<file path="src/rtl/mem_arbiter_if.sv">
// Bundle of the fetch, data and memory-side signals around mem_arbiter.
// slave = arbiter view, master = environment (core units + memory) view.
interface mem_arbiter_if #(
  parameter int ADDR_W = 16,
  parameter int DATA_W = 16
);
  logic                  i_read;
  logic [ADDR_W-1:0]     i_address;
  logic [DATA_W-1:0]     i_rdata;
  logic                  i_resp;
  logic                  d_read;
  logic                  d_write;
  logic [DATA_W/8-1:0]   d_byte_enable;
  logic [ADDR_W-1:0]     d_address;
  logic [DATA_W-1:0]     d_wdata;
  logic [DATA_W-1:0]     d_rdata;
  logic                  d_resp;
  logic                  mem_read;
  logic                  mem_write;
  logic [DATA_W/8-1:0]   mem_byte_enable;
  logic [ADDR_W-1:0]     mem_address;
  logic [DATA_W-1:0]     mem_wdata;
  logic [DATA_W-1:0]     mem_rdata;
  logic                  mem_resp;

  modport slave (
    input  i_read, i_address, d_read, d_write, d_byte_enable, d_address, d_wdata,
    input  mem_rdata, mem_resp,
    output i_rdata, i_resp, d_rdata, d_resp,
    output mem_read, mem_write, mem_byte_enable, mem_address, mem_wdata
  );

  modport master (
    output i_read, i_address, d_read, d_write, d_byte_enable, d_address, d_wdata,
    output mem_rdata, mem_resp,
    input  i_rdata, i_resp, d_rdata, d_resp,
    input  mem_read, mem_write, mem_byte_enable, mem_address, mem_wdata
  );
endinterface

</file>
<file path="src/rtl/mem_arbiter.sv">
// Fetch/data arbiter for a single memory port, one transaction in flight.
// Define MEM_ARBITER_RR_EN for round-robin; default is fixed priority (D beats I).
module mem_arbiter #(
  parameter int ADDR_W = 16,
  parameter int DATA_W = 16
) (
  input  logic         clk,
  input  logic         rst_n,
  mem_arbiter_if.slave bus
);
  localparam int BE_W = DATA_W / 8;

  localparam logic [1:0] IDLE   = 2'd0;
  localparam logic [1:0] BUSY_I = 2'd1;
  localparam logic [1:0] BUSY_D = 2'd2;

  logic [1:0]        state;
  logic              cmd_read, cmd_write;
  logic [BE_W-1:0]   cmd_be;
  logic [ADDR_W-1:0] cmd_addr;
  logic [DATA_W-1:0] cmd_wdata;
  logic              d_req, d_wins, grant_d, grant_i;

  assign d_req = bus.d_read | bus.d_write;

`ifdef MEM_ARBITER_RR_EN
  // last_i: the previous grant went to I, so D has the next contended slot
  logic last_i;
  assign d_wins = last_i;

  always_ff @(posedge clk or negedge rst_n) begin
    if (!rst_n)                                   last_i <= 1'b1;
    else if (state == IDLE && (grant_d || grant_i)) last_i <= grant_i;
  end
`else
  assign d_wins = 1'b1;
`endif

  assign grant_d = d_req && (d_wins || !bus.i_read);
  assign grant_i = bus.i_read && !grant_d;

  always_ff @(posedge clk or negedge rst_n) begin
    if (!rst_n) begin
      state     <= IDLE;
      cmd_read  <= 1'b0;
      cmd_write <= 1'b0;
      cmd_be    <= '0;
      cmd_addr  <= '0;
      cmd_wdata <= '0;
    end else begin
      case (state)
        IDLE: begin
          if (grant_d) begin
            state    <= BUSY_D;
            cmd_addr <= bus.d_address;
            // write takes precedence when both commands are raised
            if (bus.d_write) begin
              cmd_write <= 1'b1;
              cmd_read  <= 1'b0;
              cmd_be    <= bus.d_byte_enable;
              cmd_wdata <= bus.d_wdata;
            end else begin
              cmd_write <= 1'b0;
              cmd_read  <= 1'b1;
              cmd_be    <= '1;
            end
          end else if (grant_i) begin
            state     <= BUSY_I;
            cmd_addr  <= bus.i_address;
            cmd_read  <= 1'b1;
            cmd_write <= 1'b0;
            cmd_be    <= '1;
          end
        end
        BUSY_I, BUSY_D: begin
          if (bus.mem_resp) begin
            state     <= IDLE;
            cmd_read  <= 1'b0;
            cmd_write <= 1'b0;
          end
        end
        default: state <= IDLE;
      endcase
    end
  end

  assign bus.mem_read        = cmd_read;
  assign bus.mem_write       = cmd_write;
  assign bus.mem_byte_enable = cmd_be;
  assign bus.mem_address     = cmd_addr;
  assign bus.mem_wdata       = cmd_wdata;

  assign bus.i_resp  = (state == BUSY_I) && bus.mem_resp;
  assign bus.d_resp  = (state == BUSY_D) && bus.mem_resp;
  assign bus.i_rdata = bus.mem_rdata;
  assign bus.d_rdata = bus.mem_rdata;
endmodule

</file>
<file path="src/flat_wrapper.sv">
// flat-port wrapper written by rule: the top's interface ports become plain ports
module mem_arbiter_flat 
#(
  parameter int ADDR_W = 16,
  parameter int DATA_W = 16
)
  (clk, rst_n, bus_i_read, bus_i_address, bus_d_read, bus_d_write, bus_d_byte_enable, bus_d_address, bus_d_wdata, bus_mem_rdata, bus_mem_resp, bus_i_rdata, bus_i_resp, bus_d_rdata, bus_d_resp, bus_mem_read, bus_mem_write, bus_mem_byte_enable, bus_mem_address, bus_mem_wdata);
  mem_arbiter_if #(.ADDR_W(ADDR_W), .DATA_W(DATA_W)) bus_i ();
  input  logic clk;
  input  logic rst_n;
  input wire logic [$bits(bus_i.i_read)-1:0] bus_i_read;
  input wire logic [$bits(bus_i.i_address)-1:0] bus_i_address;
  input wire logic [$bits(bus_i.d_read)-1:0] bus_d_read;
  input wire logic [$bits(bus_i.d_write)-1:0] bus_d_write;
  input wire logic [$bits(bus_i.d_byte_enable)-1:0] bus_d_byte_enable;
  input wire logic [$bits(bus_i.d_address)-1:0] bus_d_address;
  input wire logic [$bits(bus_i.d_wdata)-1:0] bus_d_wdata;
  input wire logic [$bits(bus_i.mem_rdata)-1:0] bus_mem_rdata;
  input wire logic [$bits(bus_i.mem_resp)-1:0] bus_mem_resp;
  output wire logic [$bits(bus_i.i_rdata)-1:0] bus_i_rdata;
  output wire logic [$bits(bus_i.i_resp)-1:0] bus_i_resp;
  output wire logic [$bits(bus_i.d_rdata)-1:0] bus_d_rdata;
  output wire logic [$bits(bus_i.d_resp)-1:0] bus_d_resp;
  output wire logic [$bits(bus_i.mem_read)-1:0] bus_mem_read;
  output wire logic [$bits(bus_i.mem_write)-1:0] bus_mem_write;
  output wire logic [$bits(bus_i.mem_byte_enable)-1:0] bus_mem_byte_enable;
  output wire logic [$bits(bus_i.mem_address)-1:0] bus_mem_address;
  output wire logic [$bits(bus_i.mem_wdata)-1:0] bus_mem_wdata;
  assign bus_i.i_read = bus_i_read;
  assign bus_i.i_address = bus_i_address;
  assign bus_i.d_read = bus_d_read;
  assign bus_i.d_write = bus_d_write;
  assign bus_i.d_byte_enable = bus_d_byte_enable;
  assign bus_i.d_address = bus_d_address;
  assign bus_i.d_wdata = bus_d_wdata;
  assign bus_i.mem_rdata = bus_mem_rdata;
  assign bus_i.mem_resp = bus_mem_resp;
  assign bus_i_rdata = bus_i.i_rdata;
  assign bus_i_resp = bus_i.i_resp;
  assign bus_d_rdata = bus_i.d_rdata;
  assign bus_d_resp = bus_i.d_resp;
  assign bus_mem_read = bus_i.mem_read;
  assign bus_mem_write = bus_i.mem_write;
  assign bus_mem_byte_enable = bus_i.mem_byte_enable;
  assign bus_mem_address = bus_i.mem_address;
  assign bus_mem_wdata = bus_i.mem_wdata;
  mem_arbiter #(.ADDR_W(ADDR_W), .DATA_W(DATA_W)) u_core (.clk(clk), .rst_n(rst_n), .bus(bus_i));
endmodule
</file>
<file path="config.mk">
export PLATFORM = sky130hd
export DESIGN_NAME = mem_arbiter_flat
export DESIGN_NICKNAME = d
export VERILOG_FILES = /design/src/rtl/mem_arbiter_if.sv /design/src/rtl/mem_arbiter.sv /design/src/flat_wrapper.sv
export SDC_FILE = /design/constraint.sdc
export NUM_CORES = 1
export LEC_CHECK = 0
export ABC_AREA = 1
export CORE_ASPECT_RATIO = 0.6
export CORE_MARGIN = 2
export CORE_UTILIZATION = 55
export CTS_CLUSTER_DIAMETER = 200
export CTS_CLUSTER_SIZE = 16
export DETAILED_ROUTE_END_ITERATION = 6
export DONT_BUFFER_PORTS = 1
export PLACE_DENSITY = 0.73
export SLEW_MARGIN = 25
export SYNTH_ARGS = -nofsm -noshare
export SYNTH_HDL_FRONTEND = slang
export SYNTH_SLANG_ARGS = --single-unit
</file>
<file path="constraint.sdc">
create_clock -name clk -period 1.54 [get_ports clk]
set_input_delay 0.308 -clock clk [delete_from_list [all_inputs] [get_ports clk]]
set_output_delay 0.308 -clock clk [all_outputs]
set_load 0.1 [all_outputs]
</file>
# ---- Word-level counts from Yosys, hierarchy flattened
# Cells that the tools add are included.
dict set report word_totals {
  in_bits 72
  out_inout_bits 70
  ff_bits 38
  wordCells 41
}
dict set report op_classes {
  n_bitwise 1
  reduce_logical 12
  n_eq_ne 4
  n_mux 18
}
# op n
set ops {}
lappend ops {{16-bit two-way mux} 2}
lappend ops {{2-bit two-way mux} 6}
lappend ops {{1-bit two-way mux} 7}
lappend ops {{3-bit AND reduction} 2}
lappend ops {{1-bit case mux with 2 select lines} 2}
lappend ops {{2-bit case mux with 2 select lines} 1}
lappend ops {{2-bit AND reduction} 2}
lappend ops {{2-bit nonzero test} 2}
lappend ops {{1-bit logical AND} 3}
lappend ops {{3-bit by 1-bit != test with 1-bit output (second input constant)} 1}
lappend ops {{2-bit by 1-bit == test with 1-bit output (second input constant)} 1}
lappend ops {{2-bit == test (second input constant)} 1}
lappend ops {{2-bit zero test} 1}
lappend ops {{2-bit != test (second input constant)} 1}
lappend ops {{2-bit OR reduction} 1}
lappend ops {{1-bit zero test} 1}
lappend ops {{1-bit OR} 1}

# ---- Logic depth before layout (Yosys ltp)
dict set report depth {
  word_depth 6
  ltp_mapped 8
  mapped_depth_nobuf 7
}

# ---- Worst setup path before layout
# No wires, ideal clock.
dict set report synth_path {
  kind {reg2out}
  start {register u_core.state[0]}
  end {output bus_d_resp}
  required_time_ns 1.232
  setup_slack_ns 0.007
  arrival_time_ns 1.225
  n_path_buf 0
  stages_incl_launch_ff 5
  cell_sequence {dfrtp_1 -> inv_1 -> ha_1 -> nand2_1 -> inv_1}
}
dict set report synth_via {
  elab_chain_cells 2
}
# element line
set synth_lines {}
lappend synth_lines {{from (decl)} mem_arbiter.sv:17} ;# logic [1:0] state;
lappend synth_lines {{from (signal assigned)} mem_arbiter.sv:44} ;# state <= IDLE;
lappend synth_lines {{from (signal assigned)} mem_arbiter.sv:54} ;# state <= BUSY_D;
lappend synth_lines {{from (signal assigned)} mem_arbiter.sv:68} ;# state <= BUSY_I;
lappend synth_lines {{2-bit == test} mem_arbiter.sv:94} ;# assign bus.d_resp = (state == BUSY_D) && bus.mem_resp;
lappend synth_lines {{1-bit logical AND} mem_arbiter.sv:94}
lappend synth_lines {{to (decl)} flat_wrapper.sv:23} ;# output wire logic [$bits(bus_i.d_resp)-1:0] bus_d_resp;
# No other way between the ends.

# ---- Worst setup path in the final report
dict set report layout_path {
  start {register u_core.state[1]}
  end {output bus_d_resp}
}
# Same word-level chain as after synthesis.

==> flow_metrics.env <==
export IMPL_dp_cells=280
export IMPL_place_congestion=0.778
export IMPL_grt_first_pass_wirelength_microns=5810
export IMPL_multiInputGateArea_sq_um=766
export IMPL_cts_inserted_buffers=5
export IMPL_highest_layer="met4"
export IMPL_max_transition_margin=0.804
export IMPL_detailroute_wirelength_met2_microns=1860
export IMPL_io_pins=142
export IMPL_yosys_top_cells_area="dfrtp_1, nand2_1, buf_4"
export IMPL_final_routed_drc_violation_total=0
export IMPL_floorplan_die_area_sq_um=4150
export IMPL_cap_violations=0
export IMPL_fmax_ghz=0.650
export IMPL_critical_setup_path_class="reg -> out"
export IMPL_placement_io_buffers=0
export IMPL_outcome="finished clean"
export IMPL_drtIter0Drc=23
export IMPL_finalWirelength_microns=4010
export IMPL_final_setup_worst_slack_ns=0.000678
export IMPL_clk_pin_slew_ns=0.07
export IMPL_setup_tns_ns=0
export IMPL_crit_path_cell_trace="buf_6 > ha_4 > nand2_2 > inv_2 > buf_12"
export IMPL_globalRoute_totalOverflow=0
export IMPL_cp_data_arrival_time_ns=1.23
export IMPL_postSynthCellCount=231
export IMPL_initial_core_util=0.595
export IMPL_delay_of_the_slowest_critical_path_stage_ns=0.42
export IMPL_detailedRoute_firstPassIterationCount=4
export IMPL_synth_nets=307
export IMPL_worst_skew_late_latency_ns=0.28
export IMPL_avgRoutedWirePerCell_microns=13.5
export IMPL_skew_ns=0.00672
export IMPL_endpoint_kind_of_the_worst_setup_timing_path="primary output"
export IMPL_mean_post_synth_cell_area_sq_um=8.66
export IMPL_drive_above_1_share=0.347
export IMPL_setup_violations=0
export IMPL_synth_largest_type_area_fraction=0.475
export IMPL_final_fill_count=245
export IMPL_rsz0062_at_grt="true"
export IMPL_path_max_fanout=3
export IMPL_root_buffer="clkbuf_8"
export IMPL_final_instance_count_excl_fill=296
export IMPL_chipWidth_microns=81.9
export IMPL_placement_rows=16
export IMPL_largest_net_degree_at_the_start_of_global_routing=39
export IMPL_route_layer_met1_wl_microns=1630
export IMPL_dpl_cell_area_sq_um=2190
export IMPL_max_clock_path_buffers=2
export IMPL_vias_per_cell=4.87
export IMPL_min_period_over_period=1.00
export IMPL_number_of_diodes=0
export IMPL_cts_htree_levels=2
export IMPL_mappedNetlistArea_sq_um=2000
export IMPL_yosysTopAreaCell="dfrtp_1"
export IMPL_count_of_nets_left_with_antenna_violations_after_detail_routing=0
export IMPL_hold_viol=0
export IMPL_cpLargestDelayFamily="flip-flops"
export IMPL_timing_critical_path_required_ns=1.23
export IMPL_cts_tree="done"
export IMPL_dp_final_hpwl_microns=2890
export IMPL_setup_worst_path_start_class="flip-flop"
export IMPL_die_height_microns=50.7
export IMPL_yosys_warnings=0
export IMPL_grt_use_total=0.191
export IMPL_seqCellArea_sq_um=952
export IMPL_kind_of_path_behind_the_tightest_hold_check="in -> reg"
export IMPL_flow_area_growth_from_synthesis_pct=19.7
export IMPL_detailroute_wirelength_met3_microns=476
export IMPL_vias=1442
export IMPL_slowest_stage="dfrtp_1"
export IMPL_place_ws_ns=0.0708
export IMPL_first_global_vias=1318
export IMPL_design_area_sq_um=2390
export IMPL_max_slew_worst_pin_slew_ns=0.294
export IMPL_finalWorstPathRequiredPeriod_ns=1.54
export IMPL_finish_net_count=326
export IMPL_worstPathBufferInverterCount=3
export IMPL_initial_antenna_violation_count=0
export IMPL_coreArea_sq_um=3360
export IMPL_flip_flop_and_latch_count_after_synthesis=38
export IMPL_cts_sink_count=38
export IMPL_final_max_slew_violation_count=0
export IMPL_synth_cell_type_count=16
export IMPL_synth_sequential_area_ratio=0.475
==> layout by cell type (no fill, tap or decap) <==
cell type | netlist | routed
nand2_1 | 108 | 106
buf_6 | 1 | 1
nor2_1 | 8 | 8
dlygate4sd3_1 | 0 | 1
nor2_4 | 1 | 1
mux2_2 | 16 | 16
buf_4 | 33 | 38
inv_1 | 8 | 4
nand3_1 | 2 | 2
dfrtp_2 | 0 | 1
clkbuf_1 | 0 | 1
ha_4 | 0 | 2
buf_12 | 0 | 9
nand2_4 | 1 | 1
nand4_1 | 2 | 2
o21ai_0 | 2 | 2
ha_2 | 0 | 1
inv_4 | 2 | 2
clkinv_2 | 0 | 1
inv_2 | 0 | 4
dfrtp_1 | 38 | 37
nand2_2 | 2 | 4
ha_1 | 4 | 1
clkbuf_8 | 0 | 6
==> repair_timing <==
action	in CTS	in global routing
endpoints found under the hold margin	38	0
pin swaps	0	1
buffers inserted	3	3
hold buffers	2	0
resized for setup	2	11
endpoints found under the setup margin	2	33
==> Yosys cell counts <==
master / count
buf_2: 3
buf_4: 33
buf_6: 1
dfrtp_1: 38
ha_1: 4
inv_1: 8
inv_4: 2
mux2_2: 16
nand2_1: 108
nand2_2: 2
nand2_4: 1
nand3_1: 2
nand4_1: 2
nor2_1: 8
nor2_4: 1
o21ai_0: 2
==> layout make-up <==
| cell class | instances | area share |
|---|---|---|
| flip-flops and latches | 38 | 0.398 |
| multi-input cells | 146 | 0.320 |
| repair buffers | 49 | 0.203 |
| clock buffers | 7 | 0.0361 |
| well taps | 45 | 0.0235 |
| inverters | 10 | 0.0178 |
| clock inverters | 1 | 0.00209 |
==> logic make-up after synthesis <==
kind of cell / count (synthesis) / synth area share
buffers and inverters: 47 / 0.158
adders and majority gates: 4 / 0.0250
muxes: 16 / 0.0901
AOI/OAI and AO/OA: 2 / 0.00500
and+or+nand+nor: 124 / 0.246
DFF: 38 / 0.475
==> sequential cells by signal (all words and copies together) (netlist names) <==
register                    cells
u_core.bus.mem_read             1
u_core.bus.mem_wdata           16
u_core.state                    2
u_core.bus.mem_byte_enable      2
u_core.bus.mem_write            1
u_core.bus.mem_address         16
==> through the flow <==
stage	hold WS [ns]	util
global route	0.159	0.712
detailed placement	0.0135	0.651
floorplan	0.0124	-
global placement	0.0133	0.651
finish	0.173	0.712
CTS	0.165	0.694
==> per-layer routing <==
| metal | vias to the layer above | global-route usage |
|---|---|---|
| met1 | 641 | 0.226 |
| met3 | 4 | 0.0827 |
| met2 | 82 | 0.320 |
| met5 | - | 0 |
| met4 | 0 | 0.0500 |
| li1 | 715 | - |
==> worst paths after layout <==
kind                                                        startpoint                                         to  slack, ns  cells after the start
worst max-delay path                       u_core.state[1]$_DFFE_PN0P_                                 bus_d_resp     0.0007                      5
worst min-delay path                                   bus_d_wdata[10]       u_core.bus.mem_wdata[10]$_DFFE_PN0P_       0.17                      1
worst max register to register             u_core.state[0]$_DFFE_PN0P_  u_core.bus.mem_byte_enable[0]$_DFFE_PN0P_       0.10                      7
worst min register to register  u_core.bus.mem_address[15]$_DFFE_PN0P_     u_core.bus.mem_address[15]$_DFFE_PN0P_       0.48                      2
max in group asynchronous                                        rst_n                u_core.state[0]$_DFFE_PN0P_       0.84                      2
min in group asynchronous                                        rst_n      u_core.bus.mem_address[6]$_DFFE_PN0P_       0.49                      2
Power is not shown: default switching activity piles up to over one toggle a cycle in this logic, so the estimate is an artifact.
